**src/rtl/req_gnt_rr_arbiter_pkg.sv**
```systemverilog
// Shared types and limits for the round-robin req/gnt arbiter.
package arb_pkg;

    typedef enum logic [1:0] {IDLE, GRANT, GAP} arb_state_t;

    localparam int MAX_N_REQ = 16;

endpackage

```
**src/rtl/req_gnt_rr_arbiter_if.sv**
```systemverilog
// Requester-side bundle for the arbiter: level requests in, registered grant status out.
interface req_gnt_rr_arbiter_if #(
    parameter int N_REQ = 4
);
    localparam int IW = $clog2(N_REQ);

    // Handshake: req[i] is a level held by requester i for as long as it wants
    // the resource; a req seen while the arbiter is idle is answered by gnt[i]
    // on the following cycle, and gnt[i] stays high until req[i] drops or the
    // hold limit forces release (timeout pulses for that case only).
    logic [N_REQ-1:0] req;
    logic [N_REQ-1:0] gnt;
    logic [IW-1:0]    gnt_id;
    logic             busy;
    logic             timeout;

    modport master (output req, input gnt, gnt_id, busy, timeout);
    modport slave  (input req, output gnt, gnt_id, busy, timeout);

endinterface

```
**src/rtl/req_gnt_rr_arbiter_rr_pick.sv**
```systemverilog
// Combinational round-robin picker: first set request at or after start_i, wrapping.
module rr_pick #(
    parameter int N_REQ = 4
) (
    input  logic [N_REQ-1:0]         req_i,
    input  logic [$clog2(N_REQ)-1:0] start_i,
    output logic                     found_o,
    output logic [$clog2(N_REQ)-1:0] winner_o
);
    localparam int IW = $clog2(N_REQ);
    localparam logic [IW:0] N_W = (IW+1)'(N_REQ);

    logic [N_REQ-1:0] rot;
    logic [IW-1:0]    off;
    logic [IW:0]      sum;

    // Rotate so start_i lands at bit 0, take the lowest set bit, then rotate back.
    always_comb begin
        rot      = '0;
        off      = '0;
        sum      = '0;
        found_o  = 1'b0;
        winner_o = '0;
        for (int i = 0; i < N_REQ; i++) begin
            sum = {1'b0, start_i} + (IW+1)'(i);
            if (sum >= N_W) sum = sum - N_W;
            rot[i] = req_i[sum[IW-1:0]];
        end
        for (int i = N_REQ - 1; i >= 0; i--) begin
            if (rot[i]) off = IW'(i);
        end
        found_o = |rot;
        sum = {1'b0, start_i} + {1'b0, off};
        if (sum >= N_W) sum = sum - N_W;
        winner_o = sum[IW-1:0];
    end

endmodule

```
**src/rtl/req_gnt_rr_arbiter.sv**
```systemverilog
// Round-robin arbiter: IDLE picks a winner, GRANT holds it up to MAX_HOLD cycles,
// GAP forces one dead cycle before the next arbitration.
module req_gnt_rr_arbiter
    import arb_pkg::*;
#(
    parameter int N_REQ    = 4,
    parameter int MAX_HOLD = 16
) (
    input  logic       clk,
    input  logic       rst,
    req_gnt_rr_arbiter_if.slave bus,
    output arb_state_t state_o
);
    localparam int IW = $clog2(N_REQ);
    localparam int HW = $clog2(MAX_HOLD + 1);
    localparam logic [HW-1:0] HOLD_LIMIT = HW'(MAX_HOLD);
    localparam logic [IW-1:0] LAST_IDX   = IW'(N_REQ - 1);

    if (N_REQ < 2 || N_REQ > MAX_N_REQ) begin : g_bad_n_req
        $error("N_REQ out of range");
    end

    arb_state_t       state_q, state_d;
    logic [N_REQ-1:0] gnt_q, gnt_d;
    logic [IW-1:0]    id_q, id_d;
    logic [IW-1:0]    ptr_q, ptr_d;
    logic [HW-1:0]    hold_q, hold_d;
    logic             timeout_q, timeout_d;
    logic             found;
    logic [IW-1:0]    winner;

    rr_pick #(.N_REQ(N_REQ)) u_pick (
        .req_i    (bus.req),
        .start_i  (ptr_q),
        .found_o  (found),
        .winner_o (winner)
    );

    always_ff @(posedge clk or posedge rst) begin
        if (rst) begin
            state_q   <= IDLE;
            gnt_q     <= '0;
            id_q      <= '0;
            ptr_q     <= '0;
            hold_q    <= '0;
            timeout_q <= 1'b0;
        end else begin
            state_q   <= state_d;
            gnt_q     <= gnt_d;
            id_q      <= id_d;
            ptr_q     <= ptr_d;
            hold_q    <= hold_d;
            timeout_q <= timeout_d;
        end
    end

    always_comb begin
        state_d   = state_q;
        gnt_d     = gnt_q;
        id_d      = id_q;
        ptr_d     = ptr_q;
        hold_d    = hold_q;
        timeout_d = 1'b0;
        case (state_q)
            IDLE: begin
                if (found) begin
                    state_d       = GRANT;
                    gnt_d         = '0;
                    gnt_d[winner] = 1'b1;
                    id_d          = winner;
                    ptr_d         = (winner == LAST_IDX) ? '0 : winner + IW'(1);
                    hold_d        = HW'(1);
                end
            end
            GRANT: begin
                // A voluntary drop wins over the limit, so no timeout on that cycle.
                if (!bus.req[id_q]) begin
                    state_d = GAP;
                    gnt_d   = '0;
                end else if (hold_q == HOLD_LIMIT) begin
                    state_d   = GAP;
                    gnt_d     = '0;
                    timeout_d = 1'b1;
                end else begin
                    hold_d = hold_q + HW'(1);
                end
            end
            GAP: begin
                state_d = IDLE;
                hold_d  = '0;
            end
            default: begin
                state_d = IDLE;
                gnt_d   = '0;
            end
        endcase
    end

    assign bus.gnt     = gnt_q;
    assign bus.gnt_id  = id_q;
    assign bus.busy    = |gnt_q;
    assign bus.timeout = timeout_q;
    assign state_o     = state_q;

endmodule

```
**src/flat_wrapper.sv**
```systemverilog
// flat-port wrapper written by rule: the top's interface ports become plain ports
module req_gnt_rr_arbiter_flat import arb_pkg::*;
#(
    parameter int N_REQ    = 4,
    parameter int MAX_HOLD = 16
)
  (clk, rst, state_o, bus_req, bus_gnt, bus_gnt_id, bus_busy, bus_timeout);
  req_gnt_rr_arbiter_if #(.N_REQ(N_REQ)) bus_i ();
  input  logic clk;
  input  logic rst;
  output arb_state_t state_o;
  input wire logic [$bits(bus_i.req)-1:0] bus_req;
  output wire logic [$bits(bus_i.gnt)-1:0] bus_gnt;
  output wire logic [$bits(bus_i.gnt_id)-1:0] bus_gnt_id;
  output wire logic [$bits(bus_i.busy)-1:0] bus_busy;
  output wire logic [$bits(bus_i.timeout)-1:0] bus_timeout;
  assign bus_i.req = bus_req;
  assign bus_gnt = bus_i.gnt;
  assign bus_gnt_id = bus_i.gnt_id;
  assign bus_busy = bus_i.busy;
  assign bus_timeout = bus_i.timeout;
  req_gnt_rr_arbiter #(.N_REQ(N_REQ), .MAX_HOLD(MAX_HOLD)) u_core (.clk(clk), .rst(rst), .bus(bus_i), .state_o(state_o));
endmodule
```
**config.mk**
```make
export PLATFORM = sky130hd
export DESIGN_NAME = req_gnt_rr_arbiter_flat
export DESIGN_NICKNAME = d
export VERILOG_FILES = /design/src/rtl/req_gnt_rr_arbiter_pkg.sv /design/src/rtl/req_gnt_rr_arbiter_if.sv /design/src/rtl/req_gnt_rr_arbiter_rr_pick.sv /design/src/rtl/req_gnt_rr_arbiter.sv /design/src/flat_wrapper.sv
export SDC_FILE = /design/constraint.sdc
export NUM_CORES = 1
export LEC_CHECK = 0
export ABC_CLOCK_PERIOD_IN_PS = 2600
export CORE_MARGIN = 2
export CORE_UTILIZATION = 55
export CTS_BUF_LIST = sky130_fd_sc_hd__clkbuf_8 sky130_fd_sc_hd__clkbuf_16
export DETAILED_ROUTE_END_ITERATION = 10
export GPL_ROUTABILITY_DRIVEN = 0
export PLACE_DENSITY = 0.82
export REMOVE_ABC_BUFFERS = 1
export SYNTH_ARGS = -nofsm -noshare
export SYNTH_HDL_FRONTEND = slang
export SYNTH_SLANG_ARGS = --single-unit
```
**constraint.sdc**
```tcl
create_clock -name clk -period 2.6 [get_ports clk]
set_input_delay 0.39 -clock clk [delete_from_list [all_inputs] [get_ports clk]]
set_output_delay 0.39 -clock clk [all_outputs]
set_load 0.05 [all_outputs]
```
# After elaboration in Yosys (flattened, before gate mapping)
# Cells that the tools add are included.
[totals]
register_bits = 16
elab_cells = 84
output_inout_bits = 10
inputBits = 6
[op_classes]
eq_ne = 8
n_lt_le_gt_ge = 12
addsub = 11
bitwise = 1
mux = 37
n_reduce_logical = 9
[op_table]
columns = ["op", "count"]
rows = [
  ["2-to-1 mux 2 bit", 13],
  ["less-than comparator 2 x 3 -> 1 bit, second input constant", 6],
  ["2-to-1 mux 5 bit", 3],
  ["case mux 5 bit (3 select lines)", 1],
  [">= comparator 3 bit, second input constant", 4],
  ["2-to-1 mux 4 bit", 3],
  ["case mux 4 bit (3 select lines)", 1],
  ["binary-select mux 1 bit (select 2 bit)", 5],
  ["subtractor 2 x 1 -> 2 bit, second input constant", 5],
  ["2-to-1 mux 1 bit", 9],
  ["OR reduction 4 bit", 2],
  ["adder 2 x 2 -> 3 bit, second input constant", 2],
  ["adder 5 x 1 -> 5 bit, second input constant", 1],
  ["== test 5 bit, second input constant", 1],
  ["== test 2 bit, second input constant", 2],
  ["inequality test 2 x 1 -> 1 bit, second input constant", 2],
  ["case mux 2 bit (2 select lines)", 1],
  ["AND reduction 2 bit", 2],
  ["AND reduction 4 bit", 1],
  ["adder 2 x 1 -> 3 bit, second input constant", 1],
  ["adder 2 x 2 -> 3 bit", 1],
  [">= comparator 2 x 3 -> 1 bit, second input constant", 1],
  ["inequality test 3 bit, second input constant", 1],
  ["AND reduction 3 bit", 1],
  ["9 further kinds", 9],
]

# Logic depth before layout (Yosys ltp)
[logic_depth]
depth_word = 18
mapped_depth = 12
mapped_depth_nobuf = 11

# Cells and area by module
# A second synthesis with hierarchy kept.
[hier_totals]
cells_unflattened = 129
hier_area_um2 = 1194.9
[by_module_without_submodules]
columns = ["mod", "instances", "seq_area_each_um2", "cells_each", "area_per_inst_um2"]
rows = [
  ["req_gnt_rr_arbiter", 1, 400.4, 104, 1028.5],
  ["rr_pick", 1, 0.0, 25, 166.4],
]

# Worst setup path before layout
# OpenSTA, ideal clock, no wires.
[synth_path]
path_type = "input -> register"
start = "in bus_req[1]"
end = "reg u_core.gnt_q[2], in the netlist u_core.bus.gnt[2]"
arrival_time_ns = 2.185
setup_time_ns = 0.082
stages = 12
n_path_buf = 1
setup_slack_ns = 0.332
t_required_ns = 2.518
cell_sequence = "buf_6 > or2b_1 > o22ai_1 > o21ai_0 > o221ai_1 > ha_1 > xnor2_1 > and3_1 > nor2_1 > ha_1 > or3b_1 > o22ai_1"
[synth_between]
elab_chain_len = 15
word_cells_on_any_way = 30
classes_between = "add/sub (2); order compare (3); eq/ne (2); mux (20); reduce/logical (3)"
[synth_lines]
columns = ["item", "line_no", "rtl"]
rows = [
  ["from (decl)", "flat_wrapper.sv:12", "input wire logic [$bits(bus_i.req)-1:0] bus_req;"],
  ["binary-select mux 1 bit (select 2 bit)", "req_gnt_rr_arbiter_rr_pick.sv:27", "rot[i] = req_i[sum[IW-1:0]];"],
  ["2-to-1 mux 1 bit (not written as such)", "req_gnt_rr_arbiter_rr_pick.sv:27", ""],
  ["2-to-1 mux 2 bit (4 in a row)", "req_gnt_rr_arbiter_rr_pick.sv:30", "if (rot[i]) off = IW'(i);"],
  ["adder 2 x 2 -> 3 bit", "req_gnt_rr_arbiter_rr_pick.sv:33", "sum = {1'b0, start_i} + {1'b0, off};"],
  [">= comparator 3 bit or subtractor 2 x 1 -> 2 bit (tied branches)", "req_gnt_rr_arbiter_rr_pick.sv:34", "if (sum >= N_W) sum = sum - N_W;"],
  ["2-to-1 mux 2 bit", "req_gnt_rr_arbiter_rr_pick.sv:34", ""],
  ["less-than comparator 2 x 3 -> 1 bit (not written as such) or >= comparator 2 x 1 -> 1 bit (tied branches)", "req_gnt_rr_arbiter.sv:69", "gnt_d[winner] = 1'b1;"],
  ["logical AND 1 bit (not written as such)", "req_gnt_rr_arbiter.sv:69", ""],
  ["2-to-1 mux 1 bit (not written as such)", "req_gnt_rr_arbiter.sv:69", ""],
  ["demux 1 bit (select 2 bit)", "--", ""],
  ["2-to-1 mux 4 bit", "req_gnt_rr_arbiter.sv:66", "if (found) begin"],
  ["case mux 4 bit (3 select lines)", "req_gnt_rr_arbiter.sv:64", "case (state_q)"],
  ["to (signal assigned)", "req_gnt_rr_arbiter.sv:49", "gnt_q <= gnt_d;"],
  ["to (decl)", "req_gnt_rr_arbiter.sv:24", "logic [N_REQ-1:0] gnt_q, gnt_d;"],
]
# Several ways; a longest one is shown, not always the timed one. The select of a mux whose other input is x is not followed.
# A chain may end at the register's enable or synchronous reset.

# Final worst setup path
[layout_path]
start = "reg u_core.ptr_q[0]"
end = "reg u_core.gnt_q[2], in the netlist u_core.bus.gnt[2]"
[layout_between]
elab_chain_len = 18
word_cells_on_any_way = 41
classes_between = "add/sub (9); order compare (7); eq/ne (1); mux (21); reduce/logical (3)"
[layout_lines]
columns = ["item", "line_no", "rtl"]
rows = [
  ["from (decl)", "req_gnt_rr_arbiter.sv:26", "logic [IW-1:0] ptr_q, ptr_d;"],
  ["from (signal assigned)", "req_gnt_rr_arbiter.sv:51", "ptr_q <= ptr_d;"],
  ["adder 2 x 2 -> 3 bit", "req_gnt_rr_arbiter_rr_pick.sv:25", "sum = {1'b0, start_i} + (IW+1)'(i);"],
  [">= comparator 3 bit or subtractor 2 x 1 -> 2 bit (tied branches)", "req_gnt_rr_arbiter_rr_pick.sv:26", "if (sum >= N_W) sum = sum - N_W;"],
  ["2-to-1 mux 2 bit", "req_gnt_rr_arbiter_rr_pick.sv:26", ""],
  ["binary-select mux 1 bit (select 2 bit)", "req_gnt_rr_arbiter_rr_pick.sv:27", ""],
  ["2-to-1 mux 1 bit (not written as such)", "req_gnt_rr_arbiter_rr_pick.sv:27", ""],
  ["2-to-1 mux 2 bit (4 in a row)", "req_gnt_rr_arbiter_rr_pick.sv:30", ""],
  ["adder 2 x 2 -> 3 bit", "req_gnt_rr_arbiter_rr_pick.sv:33", ""],
  [">= comparator 3 bit or subtractor 2 x 1 -> 2 bit (tied branches)", "req_gnt_rr_arbiter_rr_pick.sv:34", ""],
  ["2-to-1 mux 2 bit", "req_gnt_rr_arbiter_rr_pick.sv:34", ""],
  ["less-than comparator 2 x 3 -> 1 bit (not written as such) or >= comparator 2 x 1 -> 1 bit (tied branches)", "req_gnt_rr_arbiter.sv:69", ""],
  ["logical AND 1 bit (not written as such)", "req_gnt_rr_arbiter.sv:69", ""],
  ["2-to-1 mux 1 bit (not written as such)", "req_gnt_rr_arbiter.sv:69", ""],
  ["demux 1 bit (select 2 bit)", "--", ""],
  ["2-to-1 mux 4 bit", "req_gnt_rr_arbiter.sv:66", ""],
  ["case mux 4 bit (3 select lines)", "req_gnt_rr_arbiter.sv:64", ""],
]
# Several ways; a longest one is shown, not always the timed one. The select of a mux whose other input is x is not followed.

==> impl_metrics.py <==
metrics = {
    "floorplanning": {
        "io_pins": 16,
        "rows": 17,
        "die_width_um": 52.3,
        "start_util": 0.580,
        "fp.dieH_um": 52.3,
        "dieArea_um2": 2740,
        "core_um2": 2210,
    },
    "layout": {
        "diodes": 0,
        "drive_gt1_frac": 0.206,
        "layout_common_cells": "16 x dfrtp_1, 15 x nand2_1, 14 x buf_4, 11 x inv_1, 11 x clkdlybuf4s50_1",
        "final_core_util": 0.717,
        "nets": 176,
        "fin_area_um2": 1590,
        "mostFrequentLayoutCell": "dfrtp_1",
        "area_growth_pct": 23.6,
    },
    "synthesis": {
        "synth.top_cell.area_share": 0.312,
        "synth_top_area_cell": "dfrtp_1",
        "synth_seq_area_share": 0.312,
        "synth_seq_cells": 16,
        "synth_xor_area_frac": 0.0136,
        "ys_top_cells_by_area": "dfrtp_1 31%, ha_1 8.8%, nand2_1 4.4%, inv_1 3.2%, buf_6 2.6%",
        "synth_simple_gate_area_frac": 0.215,
        "synth_top_family_by_area": "compound AO/OA/AOI/OAI gates",
        "yosys_warnings": 0,
        "synth_compound_area_frac": 0.226,
        "synth_fa_ha_area_frac": 0.0877,
        "syn_area_um2": 1280,
        "synthArstFlopShare": 1.00,
        "synth-edff-count": 0,
        "synth_ff_type": "dfrtp_1",
        "synth.distinct_cells": 54,
        "syn_area_per_cell_um2": 9.44,
        "synth_mux_area_frac": 0.0624,
        "synth_cells": 136,
    },
    "setup_path": {
        "reg2reg_from": "u_core.ptr_q[0]",
        "required_ns": 2.77,
        "cp_max_fo": 12,
        "cp_cell_sequence": "nand3b_1 > o311ai_2 > o21ai_1 > o221ai_1 > ha_2 > xnor2_1 > and3_1 > nor2_1 > ha_1 > or3b_1 > o22ai_1",
        "reg2reg_to": "u_core.bus.gnt[2]",
        "slowest_stage": "dfrtp_1",
        "end_kind": "flip-flop",
        "path_class": "flip-flop to flip-flop",
        "reg2reg_slack_ns": 0.18,
        "arrival_ns": 2.58,
        "path_delay_family": "simple AND/OR/NAND/NOR gates",
        "slowest_delay_ns": 0.51,
        "worst-path-buf-inv": 0,
        "start_kind": "flip-flop",
        "rr_worst_depth": 11,
    },
    "timing": {
        "fin_setup_tns_ns": 0,
        "setup_viol_count_final": 0,
        "whs_ns": 0.518,
        "finalHoldViolations": 0,
        "drv_slew": 0,
        "tightest_slew_ns": 0.642,
        "maxSlewHeadroom": 0.572,
        "finClkSkew_ns": 0.00319,
        "finalCritPeriodShare": 0.930,
        "rsz0062_at_grt": "false",
        "fin_crit_ns": 2.42,
        "fmax_mhz": 414,
    },
    "routing": {
        "drc": 0,
        "routed_via_density": 5.99,
        "wl_per_cell_um": 14.6,
        "dr.pass1.iters": 4,
        "routed_wl_um": 2740,
        "ant_nets": 0,
        "vias": 1127,
        "drt_iter0_drc": 29,
    },
    "power": {
        "leakage_uw": 0.000707,
        "power_density_nw_per_um2": 1180,
        "peakVddDrop_mv": 0.969,
        "total_power_uw": 1870,
    },
    "global_route": {
        "antenna_found_initial": 0,
        "grt_pass1_wl_um": 4550,
        "track_usage": 0.221,
        "grt_overflow_total": 0,
        "grt_pass1_vias": 1075,
        "grt_start_max_net_pins": 17,
    },
    "clock_network": {
        "cts_buffer_depth": 2,
        "clkTransAtPathRegs_ns": 0.07,
        "worstSkewPairLatency_ns": 0.25,
        "cts_inserted_buffers": 3,
        "cts_tree": "built",
        "root_buffer": "clkbuf_8",
        "htree_levels": 1,
        "clkSinkCount": 16,
        "cts_hold_buf": 0,
    },
    "job": {
        "maxCapViolations": 0,
    },
    "worst_hold_path": {
        "hold_class": "input port to async pin",
    },
    "placement": {
        "dpl_cell_area_um2": 1500,
        "port_buffers": 15,
        "dpl.hpwl_um": 2010,
    },
    "run_status": {
        "status": "completed",
    },
}
## cells by family after synthesis
| group | count (synthesis) |
|---|---|
| buf+inv | 20 |
| compound gates | 37 |
| flops | 16 |
| mux | 6 |
| fa+ha+maj | 9 |
| xor+xnor | 2 |
| simple gates | 46 |
## through the flow
| stage | instances | setup slack (ns) |
|---|---|---|
| after floorplan | 127 | 0.384 |
| after global placement | 183 | -0.139 |
| after detailed placement | 183 | -0.278 |
| after CTS | 187 | 0.0331 |
| after global routing | 188 | 0.0357 |
| final | 188 | 0.182 |
## power by group
group	total (uW)	internal [uW]	leakage (uW)	switching, uW
clock	223	134	0.0000288	88.2
sequential	443	328	0.000209	115
combinational	1210	533	0.000470	674
total	1870	996	0.000707	876
## layer usage
metal / part of all wire / track usage / wire [um] / vias to the layer above
met5: 0 / 0 / 0 / -
met1: 0.47 / 0.291 / 1290 / 535
li1: - / - / - / 542
met4: 0.022 / 0.0897 / 59 / 0
met3: 0.048 / 0.0343 / 131 / 10
met2: 0.46 / 0.360 / 1260 / 40
## cells in the mapped netlist, types with 2 or more instances
| cell type | count |
|---|---|
| nand2b_1 | 2 |
| nor2b_1 | 3 |
| o21ai_1 | 2 |
| a21oi_2 | 2 |
| buf_6 | 3 |
| dfrtp_1 | 16 |
| nor3_1 | 2 |
| nor2_1 | 5 |
| and3_1 | 2 |
| mux2_1 | 2 |
| o21ai_0 | 5 |
| ha_1 | 9 |
| o32ai_1 | 2 |
| nand3_1 | 2 |
| nand2_1 | 15 |
| o22a_1 | 2 |
| buf_2 | 4 |
| o211ai_1 | 2 |
| o22ai_1 | 3 |
| inv_1 | 11 |
| mux2i_1 | 2 |
| a21oi_1 | 4 |
| o2111ai_1 | 2 |
| nand4_1 | 4 |
## state kept, by name, summed over array words and instances, names as in the netlist
register	cells
u_core.hold_q	5
u_core.bus.gnt	4
u_core.bus.gnt_id	2
u_core.ptr_q	2
u_core.state_o	2
u_core.bus.timeout	1
## how the worst max path moves through the flow
stage / start / endpoint / depth (start not counted)
final: u_core.ptr_q[0] / u_core.bus.gnt[2] / 11
after global routing: u_core.ptr_q[0] / u_core.bus.gnt[2] / 11
after CTS: bus_req[0] / u_core.bus.gnt[2] / 12
after detailed placement: bus_req[3] / u_core.bus.gnt[2] / 12
after global placement: bus_req[3] / u_core.bus.gnt[2] / 12
after floorplan: u_core.ptr_q[0] / u_core.bus.gnt[2] / 10
## area by class of cell
| type | instances | area (um^2) |
|---|---|---|
| Timing Repair Buffer | 29 | 265 |
| Fill cell | 167 | 626 |
| Multi-Input combinational cell | 100 | 790 |
| Sequential cell | 16 | 400 |
| Tap cell | 28 | 35.0 |
| Inverter | 11 | 41.3 |
| Clock buffer | 4 | 55.1 |
## timing repair
item,CTS,global route
pin swaps,0,4
buffers inserted,0,1
setup endpoints to repair,1,1
resized for setup,3,6
Power figures use the tool's default switching activity.
